`src/rtl/riscv_pipe_pkg.sv`:
```
// riscv_pipe_pkg: shared widths and enums for the ID/EX operand stage
package riscv_pipe_pkg;
  localparam int XLEN = 32;
  localparam int REG_AW = 5;
  localparam int CTRL_W = 16;
  typedef enum logic [1:0] {FWD_RF, FWD_EXMEM, FWD_WB, FWD_ZERO} fwd_sel_t;
  typedef enum logic {RUN, BUBBLE} stage_state_t;
endpackage

```
`src/rtl/operand_fwd_mux.sv`:
```
// operand_fwd_mux: resolves one source operand, priority x0 > EX/MEM > WB > regfile
// The WB path exists only when BYPASS_WB_EN is defined.
module operand_fwd_mux
  import riscv_pipe_pkg::*;
(
  input  logic [REG_AW-1:0] rs,
  input  logic [XLEN-1:0]   rf_data,
  input  logic              exmem_wr,
  input  logic [REG_AW-1:0] exmem_rd,
  input  logic [XLEN-1:0]   exmem_data,
  input  logic              wb_wr,
  input  logic [REG_AW-1:0] wb_rd,
  input  logic [XLEN-1:0]   wb_data,
  output logic [XLEN-1:0]   operand,
  output fwd_sel_t          fwd_sel
);
  logic wb_hit;
`ifdef BYPASS_WB_EN
  assign wb_hit = wb_wr && wb_rd == rs;
`else
  logic unused_wb;
  assign unused_wb = ^{wb_wr, wb_rd, wb_data};
  assign wb_hit = 1'b0;
`endif
  assign fwd_sel = rs == '0 ? FWD_ZERO :
                   exmem_wr && exmem_rd == rs ? FWD_EXMEM :
                   wb_hit ? FWD_WB : FWD_RF;
  always_comb begin
    operand = rf_data;
    if (fwd_sel == FWD_ZERO) operand = '0;
    else if (fwd_sel == FWD_EXMEM) operand = exmem_data;
`ifdef BYPASS_WB_EN
    else if (fwd_sel == FWD_WB) operand = wb_data;
`endif
  end
endmodule

```
`src/rtl/id_ex_operand_stage.sv`:
```
// id_ex_operand_stage: operand resolution, load-use/flush handling and ID/EX payload register
// BYPASS_WB_EN enables WB forwarding; without it a WB write to a used source costs one bubble.
module id_ex_operand_stage
  import riscv_pipe_pkg::*;
(
  input  logic              clk,
  input  logic              rst_n,
  input  logic              id_valid,
  input  logic [XLEN-1:0]   id_pc,
  input  logic [REG_AW-1:0] id_rs1,
  input  logic [REG_AW-1:0] id_rs2,
  input  logic              id_use_rs1,
  input  logic              id_use_rs2,
  input  logic [REG_AW-1:0] id_rd,
  input  logic [XLEN-1:0]   id_imm,
  input  logic [CTRL_W-1:0] id_ctrl,
  input  logic              id_mem_read,
  output logic              id_stall,
  output logic [REG_AW-1:0] rf_addr1,
  output logic [REG_AW-1:0] rf_addr2,
  input  logic [XLEN-1:0]   rf_data1,
  input  logic [XLEN-1:0]   rf_data2,
  input  logic              exmem_wr,
  input  logic [REG_AW-1:0] exmem_rd,
  input  logic [XLEN-1:0]   exmem_data,
  input  logic              wb_wr,
  input  logic [REG_AW-1:0] wb_rd,
  input  logic [XLEN-1:0]   wb_data,
  input  logic              ex_ready,
  input  logic              flush,
  output logic              ex_valid,
  output logic [XLEN-1:0]   ex_pc,
  output logic [XLEN-1:0]   ex_rs1_val,
  output logic [XLEN-1:0]   ex_rs2_val,
  output logic [XLEN-1:0]   ex_imm,
  output logic [REG_AW-1:0] ex_rd,
  output logic [CTRL_W-1:0] ex_ctrl,
  output logic              ex_mem_read
);
  stage_state_t state;
  logic flush_pend, kill, luh, wbh, hazard, take;
  logic [XLEN-1:0] op1, op2;
  fwd_sel_t sel1, sel2;
  assign rf_addr1 = id_rs1;
  assign rf_addr2 = id_rs2;
  operand_fwd_mux u_fwd1 (.rs(id_rs1), .rf_data(rf_data1), .exmem_wr(exmem_wr), .exmem_rd(exmem_rd),
    .exmem_data(exmem_data), .wb_wr(wb_wr), .wb_rd(wb_rd), .wb_data(wb_data), .operand(op1), .fwd_sel(sel1));
  operand_fwd_mux u_fwd2 (.rs(id_rs2), .rf_data(rf_data2), .exmem_wr(exmem_wr), .exmem_rd(exmem_rd),
    .exmem_data(exmem_data), .wb_wr(wb_wr), .wb_rd(wb_rd), .wb_data(wb_data), .operand(op2), .fwd_sel(sel2));
  assign luh = id_valid & ex_valid & ex_mem_read & (ex_rd != '0) &
               ((id_use_rs1 & ex_rd == id_rs1) | (id_use_rs2 & ex_rd == id_rs2));
`ifdef BYPASS_WB_EN
  logic unused_sel;
  assign unused_sel = ^{sel1, sel2};
  assign wbh = 1'b0;
`else
  // FWD_RF means rs!=0 with no EX/MEM match, so the regfile write is still in flight
  assign wbh = id_valid & wb_wr & (wb_rd != '0) &
               ((id_use_rs1 & wb_rd == id_rs1 & sel1 == FWD_RF) |
                (id_use_rs2 & wb_rd == id_rs2 & sel2 == FWD_RF));
`endif
  assign kill = flush | flush_pend;
  assign hazard = (luh | wbh) & (state == RUN) & ~kill;
  assign id_stall = ~ex_ready | hazard;
  assign take = id_valid & ~kill & ~hazard;
  always_ff @(posedge clk or negedge rst_n) begin
    if (!rst_n) begin
      state <= RUN;
      flush_pend <= 1'b0;
      ex_valid <= 1'b0;
      ex_pc <= '0;
      ex_rs1_val <= '0;
      ex_rs2_val <= '0;
      ex_imm <= '0;
      ex_rd <= '0;
      ex_ctrl <= '0;
      ex_mem_read <= 1'b0;
    end else if (!ex_ready) begin
      flush_pend <= flush_pend | flush;
    end else begin
      state <= hazard ? BUBBLE : RUN;
      flush_pend <= 1'b0;
      ex_valid <= take;
      ex_pc <= take ? id_pc : '0;
      ex_rs1_val <= take ? op1 : '0;
      ex_rs2_val <= take ? op2 : '0;
      ex_imm <= take ? id_imm : '0;
      ex_rd <= take ? id_rd : '0;
      ex_ctrl <= take ? id_ctrl : '0;
      ex_mem_read <= take & id_mem_read;
    end
  end
endmodule

```
`config.mk`:
```
export PLATFORM = sky130hd
export DESIGN_NAME = id_ex_operand_stage
export DESIGN_NICKNAME = d
export VERILOG_FILES = /design/src/rtl/riscv_pipe_pkg.sv /design/src/rtl/operand_fwd_mux.sv /design/src/rtl/id_ex_operand_stage.sv
export SDC_FILE = /design/constraint.sdc
export NUM_CORES = 1
export LEC_CHECK = 0
export CAP_MARGIN = 0
export CORE_AREA = 5 5 155 157
export DETAILED_ROUTE_END_ITERATION = 8
export DIE_AREA = 0 0 160 162
export GPL_TIMING_DRIVEN = 0
export PLACE_DENSITY = 0.66
export SLEW_MARGIN = 10
export SYNTH_ARGS = -nofsm -noshare
export SYNTH_HDL_FRONTEND = slang
export SYNTH_SLANG_ARGS = --single-unit
```
`constraint.sdc`:
```
create_clock -name clk -period 4.8 [get_ports clk]
set_input_delay 1.2 -clock clk [delete_from_list [all_inputs] [get_ports clk]]
set_output_delay 1.2 -clock clk [all_outputs]
set_load 0.005 [all_outputs]
```
### Word-level counts from Yosys, hierarchy flattened

Index checks and enable logic that the tools add are counted.

* input bits: 243
* flip-flop bits (word level): 153
* output and inout port bits: 162

* bitwise operators: 27
* reductions and logical operators: 8
* multiplexer cells: 16
* eq/ne operators: 10

Operators by type and width (count)
* two-way mux 32 bit: 8
* == test 5 bit: 6
* bitwise AND 1 bit: 18
* two-way mux 16 bit: 1
* logical NOT 5 bit: 2
* nonzero test 5 bit: 2
* two-way mux 5 bit: 1
* bitwise OR 1 bit: 5
* == test 2 x 1 -> 1 bit, second input constant: 2
* == test 2 bit, second input constant: 2
* logical NOT 2 bit: 2
* two-way mux 1 bit: 4
* two-way mux 2 bit: 2
* NOT 1 bit: 4
* logical AND 1 bit: 2

### Logic depth before layout (Yosys ltp)

Gate-level depths: netlist (run 1).

* depth after elaboration: 14
* depth in mapped cells: 10
* mapped depth without buffers: 6

### Modules after synthesis

From an unflattened synthesis (run 1), not the netlist that was laid out.

* cell total of the unflattened synthesis: 980
* area total of the unflattened synthesis: 8256.7 sq um

Modules (own cells, without submodules)
* id_ex_operand_stage: cells each 726, sequential area each 3828.7 sq um, instances 1, area each 6800.3 sq um
* operand_fwd_mux: cells each 127, sequential area each 0.0 sq um, instances 2, area each 728.2 sq um

### Least setup slack after synthesis (run 1)

OpenSTA, ideal clock, no wires.

* path kind: input port to output port
* from: in id_rs2[1]
* to: out id_stall
* required time: 3600 ps
* path slack: 1181 ps
* arrival: 2419 ps
* stages: 5
* cells stage by stage: xor2_1 > or4_1 > o22a_1 > or2_2 > nand3_1

* word-level cells in the longest chain between the ends: 12
* elaborated cells between the ends (all ways): 19
* classes of those cells: 3 x eq/ne; 2 x mux; 11 x bitwise; 3 x reduce/logical

Ends and longest elaborated chain
* start, declared: RTL line id_ex_operand_stage.sv:11 `input logic [REG_AW-1:0] id_rs2,`
* == test 5 bit: RTL line operand_fwd_mux.sv:26 `exmem_wr && exmem_rd == rs ? FWD_EXMEM :`
* logical AND 1 bit: RTL line operand_fwd_mux.sv:26
* two-way mux 1 bit: RTL line operand_fwd_mux.sv:26
* two-way mux 2 bit: RTL line operand_fwd_mux.sv:25 `assign fwd_sel = rs == '0 ? FWD_ZERO :`
* logical NOT 2 bit: RTL line id_ex_operand_stage.sv:60 `(id_use_rs2 & wb_rd == id_rs2 & sel2 == FWD_RF));`
* bitwise AND 1 bit: RTL line id_ex_operand_stage.sv:60
* bitwise OR 1 bit: RTL line id_ex_operand_stage.sv:59 `((id_use_rs1 & wb_rd == id_rs1 & sel1 == FWD_RF) |`
* bitwise AND 1 bit: RTL line id_ex_operand_stage.sv:58 `assign wbh = id_valid & wb_wr & (wb_rd != '0) &`
* bitwise OR 1 bit *: RTL line id_ex_operand_stage.sv:63 `assign hazard = (luh | wbh) & (state == RUN) & ~kill;`
* bitwise AND 1 bit * (2 in a row): RTL line id_ex_operand_stage.sv:63
* bitwise OR 1 bit *: RTL line id_ex_operand_stage.sv:64 `assign id_stall = ~ex_ready | hazard;`
* end, declared: RTL line id_ex_operand_stage.sv:18 `output logic id_stall,`

Mark *: on every way between the ends. The rest lies on a longest branch, timed or not.

### Worst setup path after layout (run 1)

* from: in wb_rd[4]
* to: out id_stall

* word-level cells in the longest chain between the ends: 9
* elaborated cells between the ends (all ways): 14
* classes of those cells: 2 x eq/ne; 11 x bitwise; 1 x reduce/logical

Ends and longest elaborated chain
* start, declared: RTL line id_ex_operand_stage.sv:27 `input logic [REG_AW-1:0] wb_rd,`
* == test 5 bit, on equally long branches: RTL line id_ex_operand_stage.sv:59, id_ex_operand_stage.sv:60
* bitwise AND 1 bit, on equally long branches (2 in a row): RTL line id_ex_operand_stage.sv:59, id_ex_operand_stage.sv:60
* bitwise OR 1 bit: RTL line id_ex_operand_stage.sv:59
* bitwise AND 1 bit *: RTL line id_ex_operand_stage.sv:58
* bitwise OR 1 bit *: RTL line id_ex_operand_stage.sv:63
* bitwise AND 1 bit * (2 in a row): RTL line id_ex_operand_stage.sv:63
* bitwise OR 1 bit *: RTL line id_ex_operand_stage.sv:64

Marked as above.

==> results.json, run 1 <==
{
  "hold_viol": 0,
  "slowest_stage": "clkdlybuf4s50_1",
  "hp-start": "ex_rs1_val[20]",
  "first_iter_violations": 222,
  "core_area_sq_mm": 0.0224,
  "synth_ff_type": "dfrtp_1",
  "final.period_utilization_pct": 91.3,
  "finalMaxSlewViolations": 0,
  "multi_input_area_sq_mm": 0.00245,
  "vias_per_cell": 4.83,
  "root_buffer": "clkbuf_16",
  "drtPass1Iterations": 4,
  "wirelength_um": 24100,
  "r2r_start": "ex_rd[3]",
  "synthTopCellsByCount": "153 x dfrtp_1, 86 x a22o_1, 64 x mux2i_1, 64 x o2bb2ai_1, 17 x clkbuf_1",
  "port_buffers": 372,
  "cts_setup_buffers": 0,
  "ant_nets": 0,
  "fmax_mhz": 228,
  "slew_headroom_pct": 45.4,
  "die_w_um": 160,
  "critPathMaxFanout": 4,
  "async_flop_share_pct": 100,
  "synth_seq_cells": 153,
  "cp-start-kind": "input port",
  "grt_pass1_wl_um": 37200,
  "regArea_sq_mm": 0.00383,
  "n_fill_cell": 2027,
  "maxCapViolations": 0,
  "synth_top_area_share_pct": 58.3,
  "required_ps": 3600,
  "powerDensity_mw_per_mm2": 291,
  "synth_top_cell_by_area": "dfrtp_1",
  "cpPeakStageDelay_ps": 540,
  "worst_slack_ps": 417,
  "dp_hpwl_um": 18700,
  "cts_tree": "yes",
  "ys_seq_area_share_pct": 58.3,
  "ys_types": 30,
  "arrival_ps": 3180,
  "vias": 5684,
  "synth_edf_count": 0,
  "rsz0062_at_grt": "no",
  "dpl_worst_slack_ps": -156,
  "fin_tns_setup_ps": 0,
  "worst_skew_pair.late_latency_ps": 410,
  "ir_drop_mv": 0.202,
  "cts-hold-fix-buffers": 0,
  "globalRouteMet2Util_pct": 31.5,
  "drcViolationCount": 0,
  "ys_warn_count": 0,
  "skew_ps": 8.83,
  "status": "complete, no violations",
  "gr-total-overflow": 0,
  "critPathLaunch": "wb_rd[4]",
  "hold_path.class": "flop to flop",
  "grt_usage_pct": 18.3,
  "crit_type": "input port to output port",
  "globalRouteMet1Util_pct": 21.9,
  "die-area_sq_mm": 0.0259,
  "drive_above_1_share_pct": 7.50,
  "period_needed_ps": 4380,
  "std_cell_rows": 55,
  "crit_path_end_kind": "output port",
  "grt_pass1_vias": 6194,
  "routabilityCongestion": 0.765,
  "cts_made_buffers": 17,
  "worst_slew_pin_slew_ps": 820,
  "setup_violations": 0,
  "grt_antenna_before_repair": 0,
  "cts_sinks": 153,
  "wire_per_inst_um": 20.4,
  "start_util_pct": 29.4,
  "cts_buffer_depth": 2,
  "syn_area_sq_mm": 0.00657,
  "min_path_cells": 1,
  "use_met3_pct": 6.85,
  "syn-num-nets": 731,
  "clk_pin_slew_ps": 70,
  "syn2layout_area_growth_pct": 71.4,
  "fin_nets": 1123,
  "ios": 405,
  "antennaDiodeCount": 0,
  "htreeDepth": 4,
  "avgSynthCellArea_sq_um": 13.5,
  "synth.area.top_cells": "dfrtp_1 58%, a22o_1 11%, mux2i_1 9.8%",
  "p_leak_nw": 4.66,
  "busiest_layer": "met2",
  "reg2reg_depth": 7,
  "grt_start_max_net_pins": 85,
  "crit_chain": "clkdlybuf4s50_1, xnor2_1, nand4_1, or4_1, o22a_1, or2_2, nand3_1, dlymetal6s2s_1",
  "synth.most_common_cell": "dfrtp_1",
  "die_y_um": 162,
  "synthCells": 488
}
## metal layers
layer / up-vias / wire length [um]
met5: - / 0
met4: 0 / 244
met3: 14 / 2110
met2: 243 / 12000
met1: 2768 / 9720
li1: 2659 / -
## per-stage QoR
stage	instance area, sq um	hold WS, ps	instances	total power, mW	util (%)
floorplan	6570	447	488	1.55	-
finish	11300	485	1178	3.28	50.3
CTS	11300	487	1178	3.33	50.3
detailed placement	10700	470	1146	1.96	47.8
global placement	10600	466	1145	1.95	47.6
global route	11300	498	1178	3.42	50.3
## placed cells by master (no fill, tap or decap), types with 3 or more instances in the layout
cell type	netlist	layout
buf_1	3	3
buf_6	5	5
clkbuf_1	17	17
nor2_1	7	7
buf_4	10	10
dlygate4sd2_1	0	10
or4_1	4	4
inv_8	0	4
nand4_1	4	4
a22o_1	86	86
dfrtp_1	153	153
buf_2	15	15
mux2i_1	64	64
dlymetal6s2s_1	0	3
nand2_1	4	4
xor2_1	14	14
clkbuf_16	0	17
clkdlybuf4s50_1	0	358
inv_6	0	6
o211ai_1	3	3
o2bb2ai_1	64	64
nor4_1	3	3
xnor2_1	16	16
## sequential cells by signal (all words and copies together), names as in the netlist, 5 cells and up
register / flops
ex_imm: 32
ex_pc: 32
ex_rs1_val: 32
ex_rs2_val: 32
ex_ctrl: 16
ex_rd: 5
## where the power goes
| group | internal (mW) | switching [mW] |
|---|---|---|
| combinational | 0.341 | 0.193 |
| sequential | 1.35 | 0.0390 |
| clock | 0.739 | 0.615 |
| total | 2.43 | 0.847 |
## path summary, 6_finish.rpt
kind	endpoint	slack, ps
setup / recovery	id_stall	420
hold / removal	ex_rs1_val[20]	480
setup reg to reg	ex_rs1_val[13]	2320
hold reg to reg	ex_rs1_val[20]	480
max in group asynchronous	ex_rs2_val[7]	3260
min in group asynchronous	ex_imm[1]	730
## final cells by class
type	instances	share of cell area [%]
Inverter	2	0.0667
Timing Repair Buffer	373	33.3
Sequential cell	153	34.0
Multi-Input combinational cell	283	21.8
Buffer	50	2.50
Clock buffer	17	3.78
Tap cell	285	3.17
Clock inverter	15	1.39
## what timing repair did
| action | 4_1_cts | 5_1_grt |
|---|---|---|
| resized for setup | 10 | 3 |
| cloned | 0 | 0 |
| endpoints found under the setup margin | 1 | 1 |
## worst max-delay path: cells and delay by family
family / cells / cell delay, ps
buffers and inverters: 2 / 710
AND/OR/NAND/NOR: 4 / 920
AO/OA/AOI/OAI: 1 / 210
XOR/XNOR: 1 / 140
## cell families (layout without fill, tap and decap cells)
group | after synthesis | after routing | synth area share [%]
compound gates | 159 | 159 | 21.1
xor+xnor | 30 | 30 | 4.00
flops | 153 | 153 | 58.3
buf+inv | 52 | 457 | 4.40
simple gates | 30 | 30 | 2.44
mux | 64 | 64 | 9.75
(Power assumes the default switching activity.)
==> inputs of run 2 (changes only) <==
--- a/config.mk
+++ b/config.mk
@@ -5,13 +5,13 @@
 export SDC_FILE = /design/constraint.sdc
 export NUM_CORES = 1
 export LEC_CHECK = 0
-export CAP_MARGIN = 0
-export CORE_AREA = 5 5 155 157
+export CORE_AREA = 5 5 156 158
 export DETAILED_ROUTE_END_ITERATION = 8
-export DIE_AREA = 0 0 160 162
+export DIE_AREA = 0 0 161 163
 export GPL_TIMING_DRIVEN = 0
-export PLACE_DENSITY = 0.66
+export PLACE_DENSITY = 0.73
 export SLEW_MARGIN = 10
 export SYNTH_ARGS = -nofsm -noshare
 export SYNTH_HDL_FRONTEND = slang
+export SYNTH_HIERARCHICAL = 1
 export SYNTH_SLANG_ARGS = --single-unit
==> run 2 against run 1 <==
Cell count increased by 42%. Clock power increased by 11%. Clock skew increased by 0.53 ps. Register-to-register slack improved by 70 ps. Total power increased by 9.8%. Non-clock buffer count increased by 60. First-iteration DRC count increased to 3.8 times the previous value. Synthesized cell count increased by 100%. Combinational power increased by 33%. Worst setup slack got worse by 280 ps. Die area increased by 1.2%. Wire length increased by 46%. Critical path type unchanged. Highest routed layer is now met5.
==> results.json, run 2 <==
{
  "status": "complete, no violations",
  "htreeDepth": 4,
  "multi_input_area_sq_mm": 0.00331,
  "worst_slew_pin_slew_ps": 770,
  "ys_types": 35,
  "hp-start": "flush_pend",
  "finalMaxSlewViolations": 0,
  "min_path_cells": 2,
  "start_util_pct": 35.9,
  "cts_tree": "yes",
  "setup_violations": 0,
  "hold_viol": 0,
  "first_iter_violations": 843,
  "dp_hpwl_um": 27000,
  "synth_top_cell_by_area": "dfrtp_1",
  "r2r_start": "ex_rd[1]",
  "crit_buf_inv": 3,
  "routabilityCongestion": 0.914,
  "reg2reg_depth": 7,
  "synth_top_area_share_pct": 46.4,
  "ir_drop_mv": 0.236,
  "std_cell_rows": 56,
  "fmax_mhz": 214,
  "avgSynthCellArea_sq_um": 8.43,
  "regArea_sq_mm": 0.00383,
  "p_leak_nw": 5.07,
  "cp-start-kind": "input port",
  "maxCapViolations": 0,
  "fin_tns_setup_ps": 0,
  "whs_endpoint": "flush_pend",
  "cts_sinks": 153,
  "synth_seq_cells": 153,
  "vias_per_cell": 5.30,
  "n_fill_cell": 2141,
  "drtPass1Iterations": 6,
  "cts_buffer_depth": 2,
  "wirelength_um": 35100,
  "required_ps": 3600,
  "grt_pass1_vias": 9153,
  "synthCells": 980,
  "powerDensity_mw_per_mm2": 275,
  "drive_above_1_share_pct": 8.38,
  "worst_skew_pair.late_latency_ps": 430,
  "fin_nets": 1614,
  "rsz0062_at_grt": "no",
  "grt_usage_pct": 26.2,
  "grt_antenna_before_repair": 2,
  "clk_pin_slew_ps": 70,
  "vias": 8883,
  "synth_edf_count": 0,
  "final.period_utilization_pct": 97.1,
  "ant_nets": 0,
  "final_common_cell": "clkdlybuf4s50_1",
  "grt_start_max_net_pins": 81,
  "crit_type": "input port to output port",
  "syn2layout_area_growth_pct": 58.7,
  "crit_cells": 10,
  "synth.most_common_cell": "nand3_1",
  "syn-num-nets": 1223,
  "grt_pass1_wl_um": 53200,
  "wire_per_inst_um": 20.9,
  "reg2reg_slack_ps": 2390,
  "die_w_um": 161,
  "skew_ps": 9.35,
  "arrival_ps": 3460,
  "port_buffers": 371,
  "final_cell_mix": "358 x clkdlybuf4s50_1, 203 x nand3_1, 153 x dfrtp_1, 151 x inv_1, 151 x o22ai_1",
  "slowest_stage": "clkdlybuf4s50_1",
  "ys_seq_area_share_pct": 46.4,
  "ys_warn_count": 6,
  "period_needed_ps": 4660,
  "synthTopCellsByCount": "203 x nand3_1, 153 x dfrtp_1, 153 x inv_1, 151 x o22ai_1, 63 x a21oi_1",
  "cts_made_buffers": 17,
  "drcViolationCount": 0,
  "finalPower_mw": 3.60,
  "cpPeakStageDelay_ps": 530,
  "slew_headroom_pct": 48.7,
  "async_flop_share_pct": 100,
  "crit_top_cell": "clkdlybuf4s50_1",
  "crit_chain": "clkdlybuf4s50_1, xnor2_1, nand4_1, clkbuf_4, o21ai_2, nor4b_2, a22oi_2, o22a_1, nand2_1, clkdlybuf4s50_1",
  "ios": 405,
  "die-area_sq_mm": 0.0262,
  "critPathMaxFanout": 10,
  "synth_ff_type": "dfrtp_1",
  "final_area_sq_mm": 0.0131,
  "syn_area_sq_mm": 0.00826,
  "timing.rr.end": "ex_rs1_val[8]",
  "place_area_sq_mm": 0.0124,
  "synth.area.top_cells": "dfrtp_1 46%, nand3_1 12%, o22ai_1 11%",
  "gr-total-overflow": 0,
  "die_y_um": 163,
  "core_area_sq_mm": 0.0230,
  "cpLargestDelayFamily": "buffers and inverters",
  "crit_path_end_kind": "output port",
  "hold_path.class": "flop to flop",
  "root_buffer": "clkbuf_16"
}
run 2: cell types whose count changed after synthesis, sizes merged, moves of 3 or more:
cell / delta
a21oi: +65
a22o: -86
buf: +13
clkbuf: +48
inv: +151
mux2i: -64
nand3: +213
o21ai: +66
o22ai: +151
o2bb2ai: -64
or4: -3
xnor2: -4
xor2: +4
run 2: layer usage:
layer / part of all wire, % / GRT usage (%) / routed length, um / vias up
li1: - / - / - / 4198
met1: 40 / 31.6 / 14000 / 4229
met2: 49 / 44.8 / 17100 / 395
met3: 8.3 / 8.12 / 2910 / 59
met4: 3.0 / 8.61 / 1050 / 2
met5: 0.037 / 0 / 13 / -
run 2: worst max path at each step:
stage                           start        end  slack, ps
final                     exmem_rd[2]   id_stall        140
after global routing      exmem_rd[2]   id_stall         30
after CTS                 exmem_rd[0]   id_stall          6
after detailed placement    id_rs1[2]   id_stall       -470
after global placement          rst_n  ex_pc[14]      -4130
after floorplan           exmem_rd[1]   id_stall       1100
run 2: timing repair:
action                                  CTS  global route
hold buffers                              0             0
setup buffers                             2             0
gates resized for setup                  15            18
pin swaps                                 5             2
endpoints found under the setup margin    1             1
run 2: cell type report:
cell class | instances | area share [%]
clock buffers | 17 | 3.25
repair buffers | 374 | 28.7
flip-flops and latches | 153 | 29.2
multi-input cells | 563 | 25.2
well taps | 290 | 2.77
diodes | 1 | 0.0191
clock inverters | 15 | 1.72
inverters | 153 | 4.38
plain buffers | 109 | 4.73
run 2: worst register-to-register path: stages (launching register included):
cell and delay (ps):
dfrtp_1 460, xor2_1 190, nor4_1 310, a32oi_1 200, o22ai_2 460, buf_4 320, buf_4 230, o22ai_1 110
run 2: cell families after synthesis:
logic type,count (synthesis),synth area share [%]
simple gates,246,16.0
buf+inv,264,14.4
compound gates,287,20.1
flops,153,46.4
xor+xnor,30,3.18
run 2: power breakdown:
group          switching, mW  total (mW)  leakage (nW)  internal [mW]
registers             0.0393        1.39          2.08           1.35
logic                  0.331       0.709          2.67          0.379
clock network          0.645        1.50         0.318          0.853
total                   1.02        3.60          5.07           2.58
run 2: metrics by stage:
stage	utilization [%]	cells	hold WS, ps	setup slack (ps)
final	57.0	1675	521	137
after global routing	57.0	1675	538	32.4
after CTS	56.7	1674	515	5.73
after detailed placement	53.8	1642	502	-472
after global placement	53.7	1641	485	-4130
after floorplan	-	980	461	1100
==> inputs of run 3 (changes only) <==
--- a/config.mk
+++ b/config.mk
@@ -10,6 +10,7 @@
 export DIE_AREA = 0 0 161 163
 export GPL_TIMING_DRIVEN = 0
 export PLACE_DENSITY = 0.73
+export REMOVE_ABC_BUFFERS = 1
 export SLEW_MARGIN = 10
 export SYNTH_ARGS = -nofsm -noshare
 export SYNTH_HDL_FRONTEND = slang
==> run 3 against run 2 <==
Hold slack improved by 2.7 ps. Largest cell class unchanged. Flip-flop and latch count did not move. Count of clock-buffer cells in the layout did not move. Total power fell by 1.4%. Register-to-register slack improved by 50 ps.
==> results.json, run 3 (synthesis results as in run 2) <==
{
  "n_fill_cell": 2069,
  "final.period_utilization_pct": 97.5,
  "slowest_stage": "clkdlybuf4s50_1",
  "clk_pin_slew_ps": 60,
  "seqPwrFrac_pct": 39.1,
  "port_buffers": 372,
  "worst_slew_pin_slew_ps": 940,
  "die_y_um": 163,
  "ant_nets": 0,
  "regArea_sq_mm": 0.00383,
  "grt_pass1_vias": 8625,
  "syn2layout_area_growth_pct": 56.6,
  "grt_usage_pct": 23.5,
  "hold_viol": 0,
  "drcViolationCount": 0,
  "grt_antenna_before_repair": 2,
  "cpPeakStageDelay_ps": 500,
  "p_int_mw": 2.57,
  "finalMaxSlewViolations": 0,
  "arrival_ps": 3480,
  "cpLargestDelayFamily": "buffers and inverters",
  "powerDensity_mw_per_mm2": 274,
  "required_ps": 3600,
  "clkPwrFrac_pct": 41.3,
  "die-area_sq_mm": 0.0262,
  "multi_input_area_sq_mm": 0.00337,
  "skew_ps": 14.0,
  "setup_violations": 0,
  "worst_skew_pair.late_latency_ps": 420,
  "routabilityCongestion": 0.797,
  "first_iter_violations": 647,
  "wire_per_inst_um": 19.8,
  "crit_chain": "dlygate4sd2_1, xnor2_4, nand2_8, o21ai_2, nor4b_4, a22oi_2, o22a_1, nand2_1, clkdlybuf4s50_1",
  "wirelength_um": 31600,
  "std_cell_rows": 56,
  "crit_path_end_kind": "output port",
  "finalNonFillerCells": 1596,
  "drive_above_1_share_pct": 7.36,
  "cp-start-kind": "input port",
  "maxCapViolations": 0,
  "ir_drop_mv": 0.219,
  "switching_share_pct": 27.7,
  "p_switching_uw": 983,
  "cts_made_buffers": 17,
  "worst_slack_ps": 122,
  "cts_tree": "yes",
  "dp_cells": 1558,
  "finalPower_mw": 3.55,
  "vias": 8596,
  "start_util_pct": 35.9,
  "fin_nets": 1534,
  "ios": 405,
  "cts_buffer_depth": 2,
  "cts-hold-fix-buffers": 0,
  "p_leak_nw": 4.95,
  "crit_type": "input port to output port",
  "slew_headroom_pct": 37.4,
  "final_common_cell": "clkdlybuf4s50_1",
  "fin_tns_setup_ps": 0,
  "grt_start_max_net_pins": 154,
  "dpl_worst_slack_ps": -682,
  "vias_per_cell": 5.39,
  "root_buffer": "clkbuf_16",
  "cts_sinks": 153,
  "dp_hpwl_um": 21000,
  "fmax_mhz": 214,
  "power_frac_comb_pct": 19.6,
  "crit_buf_inv": 2,
  "core_area_sq_mm": 0.0230,
  "rsz0062_at_grt": "no",
  "gr-total-overflow": 0,
  "htreeDepth": 4,
  "die_w_um": 161,
  "hold_path.class": "flop to flop",
  "drtPass1Iterations": 5,
  "critPathMaxFanout": 17,
  "grt_pass1_wl_um": 49100,
  "period_needed_ps": 4680,
  "final_cell_mix": "358 x clkdlybuf4s50_1, 203 x nand3_1, 153 x dfrtp_1, 151 x inv_1, 151 x o22ai_1",
  "status": "complete, no violations"
}
[run 3: cell count changes in the layout (fill, tap and decap cells not counted), sizes merged]
| cell | delta |
|---|---|
| clkbuf | -63 |
| buf | -19 |
| dlymetal6s2s | +4 |
| dlygate4sd2 | -3 |
| inv | -3 |
| clkinv | +2 |
| nand2 | +2 |
| bufinv | +1 |
| clkdlybuf4s15 | -1 |
| diode | +1 |
[run 3: worst paths after layout]
| path | start | endpoint | slack (ps) | depth (start not counted) |
|---|---|---|---|---|
| max | id_rs1[1] | id_stall | 120 | 9 |
| min | ex_rs1_val[3] | ex_rs1_val[3] | 520 | 2 |
| max reg2reg | flush_pend | ex_pc[2] | 2440 | 8 |
| min reg2reg | ex_rs1_val[3] | ex_rs1_val[3] | 520 | 2 |
| max in group asynchronous | rst_n | ex_ctrl[5] | 3230 | 2 |
| min in group asynchronous | rst_n | ex_rs1_val[4] | 730 | 1 |
[run 3: final cells by class]
cell class	instances	area share, %
timing repair buffer	401	32.0
inverter	153	4.57
tap	290	2.81
clock inverter	15	1.60
sequential	153	29.6
clock buffer	17	3.29
multi-input combinational	565	26.1
antenna	2	0.0387
[run 3: power groups by stage]
| stage | registers [mW] | clock network, mW | logic (mW) |
|---|---|---|---|
| floorplan | 1.42 | 0 | 0.185 |
| global placement | 1.41 | 0 | 0.655 |
| detailed placement | 1.41 | 0 | 0.672 |
| CTS | 1.39 | 1.50 | 0.694 |
| global route | 1.40 | 1.56 | 0.747 |
| finish | 1.39 | 1.47 | 0.695 |
[run 3: what timing repair did]
| item | CTS | global route |
|---|---|---|
| gates cloned | 2 | 0 |
| pin swaps | 5 | 0 |
| hold endpoints to repair | 0 | 0 |
| gates resized for setup | 20 | 13 |
| setup endpoints to repair | 1 | 1 |
| setup buffers | 2 | 0 |
[run 3: through the flow]
step	hold slack, ps	instance area [sq um]	util, %
after global placement	483	11700	51.0
after floorplan	461	7640	-
after detailed placement	516	12100	52.8
after global routing	547	12900	56.3
final	524	12900	56.3
after CTS	529	12900	56.1
[run 3: routing by layer]
layer / vias up / share of wire [%] / track usage (%)
met3: 62 / 11 / 9.62
met2: 457 / 47 / 38.0
li1: 4049 / - / -
met5: - / 0.063 / 0
met4: 2 / 2.8 / 7.52
met1: 4026 / 38 / 28.6
[run 3: tightest hold or removal path: stages (launching register included)]
cell,delay (ps)
dfrtp_1,370
inv_1,50
o22ai_1,60
